[src/rtl/cpu_ctrl_pkg.sv]
// Shared encodings for the CPU control unit: opcodes, ALU codes, bus source
// selects, the FSM state set and the packed control word.
package cpu_ctrl_pkg;

  localparam logic [4:0] OP_LD   = 5'b00000;
  localparam logic [4:0] OP_LDI  = 5'b00001;
  localparam logic [4:0] OP_ST   = 5'b00010;
  localparam logic [4:0] OP_ADD  = 5'b00011;
  localparam logic [4:0] OP_SUB  = 5'b00100;
  localparam logic [4:0] OP_AND  = 5'b00101;
  localparam logic [4:0] OP_OR   = 5'b00110;
  localparam logic [4:0] OP_ADDI = 5'b01100;
  localparam logic [4:0] OP_BR   = 5'b10010;
  localparam logic [4:0] OP_NOP  = 5'b11010;
  localparam logic [4:0] OP_HALT = 5'b11011;

  localparam logic [3:0] ALU_NONE = 4'b0000;
  localparam logic [3:0] ALU_ADD  = 4'b0011;

  localparam logic [4:0] BUS_GPR  = 5'b00000;
  localparam logic [4:0] BUS_ZLOW = 5'b10011;
  localparam logic [4:0] BUS_PC   = 5'b10100;
  localparam logic [4:0] BUS_MDR  = 5'b10101;
  localparam logic [4:0] BUS_CSE  = 5'b11000;

  typedef enum logic [4:0] {
    S_RESET,
    S_T0, S_T1, S_T2, S_T3,
    S_MEM_E0, S_MEM_E1,
    S_LDI_E2,
    S_LD_E2, S_LD_E3, S_LD_E4, S_LD_E5,
    S_ST_E2, S_ST_E3, S_ST_E4,
    S_ALU_E0, S_ALU_E1, S_ADDI_E1, S_ALU_E2,
    S_BR_E0, S_BR_E1, S_BR_E2, S_BR_E3,
    S_NOP,
    S_HALT
  } state_t;

  typedef struct packed {
    logic       incPC;
    logic       e_PC;
    logic       e_IR;
    logic       e_Y;
    logic       e_Z;
    logic       e_MAR;
    logic       e_MDR;
    logic       MDR_read;
    logic       ram_read;
    logic       ram_write;
    logic       e_CON_FF;
    logic       Gra;
    logic       Grb;
    logic       Grc;
    logic       e_Rin;
    logic       e_Rout;
    logic       BAout;
    logic       imm_sel;
    logic [3:0] ALU_op;
    logic [4:0] BusDataSelect;
    logic       run;
  } ctrl_t;

endpackage

[src/rtl/ctrl_decode.sv]
// Pure combinational map from an FSM state to its control word.
// Only the branch write-back state looks at the condition flag.
module ctrl_decode
  import cpu_ctrl_pkg::*;
(
  input  state_t     i_state,
  input  logic [4:0] i_opcode,
  input  logic       i_con,
  output ctrl_t      o_ctrl
);

  always_comb begin
    o_ctrl     = '0;
    o_ctrl.run = (i_state != S_RESET) && (i_state != S_HALT);
    case (i_state)
      S_T0: begin
        o_ctrl.BusDataSelect = BUS_PC;
        o_ctrl.e_MAR         = 1'b1;
        o_ctrl.incPC         = 1'b1;
      end
      S_T1: o_ctrl.ram_read = 1'b1;
      S_T2: begin
        o_ctrl.MDR_read = 1'b1;
        o_ctrl.e_MDR    = 1'b1;
      end
      S_T3: begin
        o_ctrl.BusDataSelect = BUS_MDR;
        o_ctrl.e_IR          = 1'b1;
      end
      S_MEM_E0: begin
        o_ctrl.Grb    = 1'b1;
        o_ctrl.BAout  = 1'b1;
        o_ctrl.e_Rout = 1'b1;
        o_ctrl.e_Y    = 1'b1;
      end
      S_MEM_E1, S_ADDI_E1, S_BR_E2: begin
        o_ctrl.imm_sel       = 1'b1;
        o_ctrl.BusDataSelect = BUS_CSE;
        o_ctrl.ALU_op        = ALU_ADD;
        o_ctrl.e_Z           = 1'b1;
      end
      S_LDI_E2, S_ALU_E2: begin
        o_ctrl.BusDataSelect = BUS_ZLOW;
        o_ctrl.Gra           = 1'b1;
        o_ctrl.e_Rin         = 1'b1;
      end
      S_LD_E2, S_ST_E2: begin
        o_ctrl.BusDataSelect = BUS_ZLOW;
        o_ctrl.e_MAR         = 1'b1;
      end
      S_LD_E3: o_ctrl.ram_read = 1'b1;
      S_LD_E4: begin
        o_ctrl.MDR_read = 1'b1;
        o_ctrl.e_MDR    = 1'b1;
      end
      S_LD_E5: begin
        o_ctrl.BusDataSelect = BUS_MDR;
        o_ctrl.Gra           = 1'b1;
        o_ctrl.e_Rin         = 1'b1;
      end
      // Register value reaches the MDR through the bus, not from memory.
      S_ST_E3: begin
        o_ctrl.Gra    = 1'b1;
        o_ctrl.e_Rout = 1'b1;
        o_ctrl.e_MDR  = 1'b1;
      end
      S_ST_E4: o_ctrl.ram_write = 1'b1;
      S_ALU_E0: begin
        o_ctrl.Grb    = 1'b1;
        o_ctrl.e_Rout = 1'b1;
        o_ctrl.e_Y    = 1'b1;
      end
      S_ALU_E1: begin
        o_ctrl.Grc    = 1'b1;
        o_ctrl.e_Rout = 1'b1;
        o_ctrl.ALU_op = i_opcode[3:0];
        o_ctrl.e_Z    = 1'b1;
      end
      S_BR_E0: begin
        o_ctrl.Gra      = 1'b1;
        o_ctrl.e_Rout   = 1'b1;
        o_ctrl.e_CON_FF = 1'b1;
      end
      S_BR_E1: begin
        o_ctrl.BusDataSelect = BUS_PC;
        o_ctrl.e_Y           = 1'b1;
      end
      S_BR_E3: begin
        if (i_con) begin
          o_ctrl.BusDataSelect = BUS_ZLOW;
          o_ctrl.e_PC          = 1'b1;
        end
      end
      default: ;
    endcase
  end

endmodule

[src/rtl/control_unit.sv]
// Moore control FSM for the CPU: fetch T0-T3, per-opcode execute sequences,
// halt handling. Outputs are registered from the decoded next state.
module control_unit
  import cpu_ctrl_pkg::*;
(
  input  logic        clock,
  input  logic        clear,
  input  logic [31:0] IR,
  input  logic        CON,
  input  logic        stop,
  output logic        incPC,
  output logic        e_PC,
  output logic        e_IR,
  output logic        e_Y,
  output logic        e_Z,
  output logic        e_MAR,
  output logic        e_MDR,
  output logic        MDR_read,
  output logic        ram_read,
  output logic        ram_write,
  output logic        e_CON_FF,
  output logic        Gra,
  output logic        Grb,
  output logic        Grc,
  output logic        e_Rin,
  output logic        e_Rout,
  output logic        BAout,
  output logic        imm_sel,
  output logic [3:0]  ALU_op,
  output logic [4:0]  BusDataSelect,
  output logic        run
);

  state_t     r_state;
  state_t     w_nextState;
  state_t     w_boundary;
  ctrl_t      r_ctrl;
  ctrl_t      w_nextCtrl;
  logic [4:0] w_opcode;
  logic       w_unusedIrBits;

  assign w_opcode       = IR[31:27];
  assign w_unusedIrBits = |IR[26:0];

  // A halt request only takes effect where an instruction would begin.
  assign w_boundary = stop ? S_HALT : S_T0;

  always_comb begin
    w_nextState = r_state;
    case (r_state)
      S_RESET, S_LDI_E2, S_LD_E5, S_ST_E4,
      S_ALU_E2, S_BR_E3, S_NOP:  w_nextState = w_boundary;
      S_T0:      w_nextState = S_T1;
      S_T1:      w_nextState = S_T2;
      S_T2:      w_nextState = S_T3;
      S_T3: begin
        case (w_opcode)
          OP_LD, OP_LDI, OP_ST:                    w_nextState = S_MEM_E0;
          OP_ADD, OP_SUB, OP_AND, OP_OR, OP_ADDI:  w_nextState = S_ALU_E0;
          OP_BR:                                   w_nextState = S_BR_E0;
          OP_HALT:                                 w_nextState = S_HALT;
          default:                                 w_nextState = S_NOP;
        endcase
      end
      S_MEM_E0:  w_nextState = S_MEM_E1;
      S_MEM_E1: begin
        if (w_opcode == OP_LDI)     w_nextState = S_LDI_E2;
        else if (w_opcode == OP_LD) w_nextState = S_LD_E2;
        else                        w_nextState = S_ST_E2;
      end
      S_LD_E2:   w_nextState = S_LD_E3;
      S_LD_E3:   w_nextState = S_LD_E4;
      S_LD_E4:   w_nextState = S_LD_E5;
      S_ST_E2:   w_nextState = S_ST_E3;
      S_ST_E3:   w_nextState = S_ST_E4;
      S_ALU_E0:  w_nextState = (w_opcode == OP_ADDI) ? S_ADDI_E1 : S_ALU_E1;
      S_ALU_E1, S_ADDI_E1: w_nextState = S_ALU_E2;
      S_BR_E0:   w_nextState = S_BR_E1;
      S_BR_E1:   w_nextState = S_BR_E2;
      S_BR_E2:   w_nextState = S_BR_E3;
      S_HALT:    w_nextState = S_HALT;
      default:   w_nextState = S_RESET;
    endcase
  end

  ctrl_decode u_decode (
    .i_state  (w_nextState),
    .i_opcode (w_opcode),
    .i_con    (CON),
    .o_ctrl   (w_nextCtrl)
  );

  always_ff @(posedge clock or negedge clear) begin
    if (!clear) begin
      r_state <= S_RESET;
      r_ctrl  <= '0;
    end else begin
      r_state <= w_nextState;
      r_ctrl  <= w_nextCtrl;
    end
  end

  assign incPC         = r_ctrl.incPC;
  assign e_PC          = r_ctrl.e_PC;
  assign e_IR          = r_ctrl.e_IR;
  assign e_Y           = r_ctrl.e_Y;
  assign e_Z           = r_ctrl.e_Z;
  assign e_MAR         = r_ctrl.e_MAR;
  assign e_MDR         = r_ctrl.e_MDR;
  assign MDR_read      = r_ctrl.MDR_read;
  assign ram_read      = r_ctrl.ram_read;
  assign ram_write     = r_ctrl.ram_write;
  assign e_CON_FF      = r_ctrl.e_CON_FF;
  assign Gra           = r_ctrl.Gra;
  assign Grb           = r_ctrl.Grb;
  assign Grc           = r_ctrl.Grc;
  assign e_Rin         = r_ctrl.e_Rin;
  assign e_Rout        = r_ctrl.e_Rout;
  assign BAout         = r_ctrl.BAout;
  assign imm_sel       = r_ctrl.imm_sel;
  assign ALU_op        = r_ctrl.ALU_op;
  assign BusDataSelect = r_ctrl.BusDataSelect;
  assign run           = r_ctrl.run;

endmodule

[config.mk]
export PLATFORM = sky130hd
export DESIGN_NAME = control_unit
export DESIGN_NICKNAME = d
export VERILOG_FILES = /design/src/rtl/cpu_ctrl_pkg.sv /design/src/rtl/ctrl_decode.sv /design/src/rtl/control_unit.sv
export SDC_FILE = /design/constraint.sdc
export NUM_CORES = 1
export LEC_CHECK = 0
export CORE_MARGIN = 8
export CORE_UTILIZATION = 44
export CTS_CLUSTER_DIAMETER = 30
export DETAILED_ROUTE_END_ITERATION = 8
export DONT_BUFFER_PORTS = 1
export PLACE_DENSITY_LB_ADDON = 0.2
export SLEW_MARGIN = 40
export SYNTH_ARGS = -nofsm -noshare
export SYNTH_HDL_FRONTEND = slang
export SYNTH_SLANG_ARGS = --single-unit
[constraint.sdc]
create_clock -name clock -period 3.3 [get_ports clock]
set_clock_uncertainty 0.15 [all_clocks]
set_input_delay 0.99 -clock clock [delete_from_list [all_inputs] [get_ports clock]]
set_output_delay 0.99 -clock clock [all_outputs]
set_load 0.02 [all_outputs]
==> metrics.md <==
| Metric | Value |
|---|---|
| Number of I/O pins | `64` |
| Status | `complete, no violations` |
| Path depth of the worst reg2reg path | `6` |
| Yosys reg bits | `33` |
| Die Wd | `around 80 µm` |
| Final Cycle Share | `0.877` |
| Hold_buf cts | `0` |
| Final Critical Period | `between 2 and 3 ns` |
| Register area | `826 µm²` |
| Final Power | `2.18 mW` |
| Hold Fails Final Rpt | `0` |
| RSZ-0062 raised after global routing | `no` |
| TritonCTS clock tree | `built` |
| Nets | `223` |
| Clock sink total | `33` |
| Die area | `6530 µm²` |
| Vias per cell | `6.12` |
| Area of the core | `4030 µm²` |
| Clock Tree Buf Depth | `2` |
| Ys async rst share | `1.00` |
| Number of cell rows | `23` |
| Leading area contributor after synthesis | `dfrtp_1` |
| Yosys top cell area share | `0.447` |
| Setup CP Type | `register to register` |
| Root buffer cell | `clkbuf_8` |
| Fin worst setup slack | `between 0.4 and 0.5 ns` |
| Slew margin rel. | `0.475` |
| Crit path arrival time | `2.90 ns` |
| Critical Path Max Stage Delay | `about 0.64 ns` |
| Port buffer count | `0` |
| ANT nets after route | `0` |
| Worst r2r src | `r_state[3]$_DFF_PN0_` |
| Num CTS Buffers | `5` |
| Synth cell types | `52` |
| Worst path most repeated cell | `o2111ai_1` |
| Worst hold path class | `input port to async pin` |
| Min Hold Slack | `0.251 ns` |
| Dpl ws | `0.262 ns` |
| CTS H-tree lvls | `2` |
| Grt ovf | `0` |
| Setup Fix Bufs, Post-CTS | `0` |
| Max Cap Viol | `0` |
| Final design utilization | `0.481` |
| Largest net degree at the start of global routing | `34` |
| Hpwl dp | `3200 µm` |
| Mean Syn Cell Area | `approximately 9.6 µm²` |
| Global placer's final weighted congestion | `~0.88` |
| Max Fclk | `346 MHz` |
| Initial antenna violation count | `0` |
| Tot GR Track Use | `0.141` |
| Layout area overhead | `4.95%` |
| Post_cts resized | `0` |
| Maximum VDD drop | `377 µV` |
| DRC Markers | `0` |
| Drt initial violations | `110` |
| DR WL/cell | `18.5 µm` |
| Filler cell count | `390` |
| DR pass1 iterations | `4` |
| Tightest Pin Transition | `between 0.7 and 0.8 ns` |
| Initial Utilization | `0.458` |
| Seq/Total Area, Yosys | `0.447` |
| First-pass GRT wire length | `7220 µm` |
| Predominant post-synthesis flop cell | `dfrtp_1` |
| Die height | `80.8 µm` |
| Aggregate routed wire length | `around 4400 µm` |
| Worst Path Required | `~3.3 ns` |
| # diodes | `0` |
| P per Cell Area | `between 1000 and 1500 nW/µm²` |
| Fraction of layout cells with a size suffix above 1 | `0.117` |
| Setup TNS | `0 ns` |
| Dpl cells | `230` |
| EDFF count, synth | `0` |
| Vias in the first global route | `1,432` |
| Worst r2r dst | `BusDataSelect[4]$_DFF_PN0_` |
| Worst Path Max Fanout | `22` |
| Worst-skew pair later-pin latency | `approximately 0.28 ns` |
| Reg2Reg Setup Slack | `0.41 ns` |
| Commonest non-fill, non-tap cell in the layout | `dfrtp_1` |
| Leak | `about 0.83 nW` |
| Detailed-route via count | `1,457` |
| Slowest stage cell, crit path | `or4b_4` |
| Area of the multi-input gates | `907 µm²` |
| Mapped Area | `1850 µm²` |
| CP Capture Type | `register` |
| Slew Viols, Final | `0` |
| YS warnings | `0` |
| Reg clk slew, reported paths | `0.06 ns` |
| Placed instance area | `1860 µm²` |
| Cell count after synthesis | `193` |
| Top cells by area, synth | `dfrtp_1 45%, nand2_1 2.6%, o21ai_0 2.4%, nand2b_1 2.4%, nor4b_1 2.4%` |
| Synth Net Count | `229` |
| Final non-filler cell area | `1940 µm²` |
| Startpoint Class | `register` |
| Most frequent cells in the layout | `33 x dfrtp_1, 13 x nand2_1, 9 x o21ai_0` |
| Final cell count without fillers | `between 200 and 250` |
| CP cell instances | `or4b_4 > o2111ai_1 > o2111ai_1 > o21ai_2 > mux2i_1 > or3_1` |
| Setup violations, final | `0` |
==> synthesized netlist by cell type (3+ instances only) <==
| cell type | instances |
|---|---|
| a211oi_1 | 3 |
| a21oi_1 | 7 |
| a31o_2 | 3 |
| a31oi_1 | 3 |
| and2_1 | 6 |
| and3_1 | 3 |
| buf_2 | 7 |
| clkbuf_1 | 8 |
| dfrtp_1 | 33 |
| inv_1 | 6 |
| mux2i_1 | 4 |
| nand2_1 | 13 |
| nand2b_1 | 7 |
| nand3_1 | 5 |
| nand3b_1 | 3 |
| nor2_1 | 8 |
| nor2b_1 | 4 |
| nor3_1 | 6 |
| nor4_1 | 3 |
| nor4b_1 | 5 |
| o211ai_1 | 3 |
| o21ai_0 | 9 |
| or3_1 | 5 |
==> where the power goes <==
group	internal, mW	total, mW	switching [mW]
clock network	0.146	0.280	0.134
registers	0.543	0.861	0.318
logic	0.454	1.04	0.589
total	1.14	2.18	1.04
==> metal layers <==
| layer | vias up | track usage | routed length, µm | part of all wire |
|---|---|---|---|---|
| met5 | - | 0 | 0 | 0 |
| met4 | 0 | 0.0839 | 102 | 0.023 |
| met3 | 8 | 0.0364 | 441 | 0.10 |
| met2 | 70 | 0.211 | 1970 | 0.45 |
| met1 | 697 | 0.179 | 1900 | 0.43 |
| li1 | 682 | - | - | - |
==> cell families (layout without fill, tap and decap cells) <==
kind of cell,count (synthesis),count (layout),share of synthesized area
and+or+nand+nor,80,80,0.262
DFF,33,33,0.447
muxes,4,4,0.0217
AOI/OAI and AO/OA,47,47,0.183
buffers and inverters,24,19,0.0616
adders and majority gates,2,2,0.0108
xor gates and xnor gates,3,3,0.0142
==> critical path: cells and delay by family, from the launching register on <==
family / cells / cell delay (ns)
compound gates: 3 / 0.73
flops: 1 / 0.63
simple gates: 2 / 1.05
mux: 1 / 0.20
==> layout make-up <==
| type | count | share of cell area |
|---|---|---|
| timing repair buffer | 5 | 0.0194 |
| multi-input combinational | 136 | 0.468 |
| clock inverter | 2 | 0.00516 |
| clock buffer | 6 | 0.0374 |
| sequential | 33 | 0.426 |
| inverter | 6 | 0.0116 |
| tap | 50 | 0.0323 |
==> worst max path at each step <==
stage,startpoint,end,slack [ns],cells after the start
floorplan,IR[29],e_Rout$_DFF_PN0_,0.30,7
global placement,IR[29],BusDataSelect[4]$_DFF_PN0_,0.30,6
detailed placement,IR[29],BusDataSelect[4]$_DFF_PN0_,0.26,6
CTS,r_state[3]$_DFF_PN0_,BusDataSelect[4]$_DFF_PN0_,0.45,6
global route,r_state[3]$_DFF_PN0_,BusDataSelect[4]$_DFF_PN0_,0.32,6
finish,r_state[3]$_DFF_PN0_,BusDataSelect[4]$_DFF_PN0_,0.41,6
Note: power is estimated with default switching activity, not from simulation.
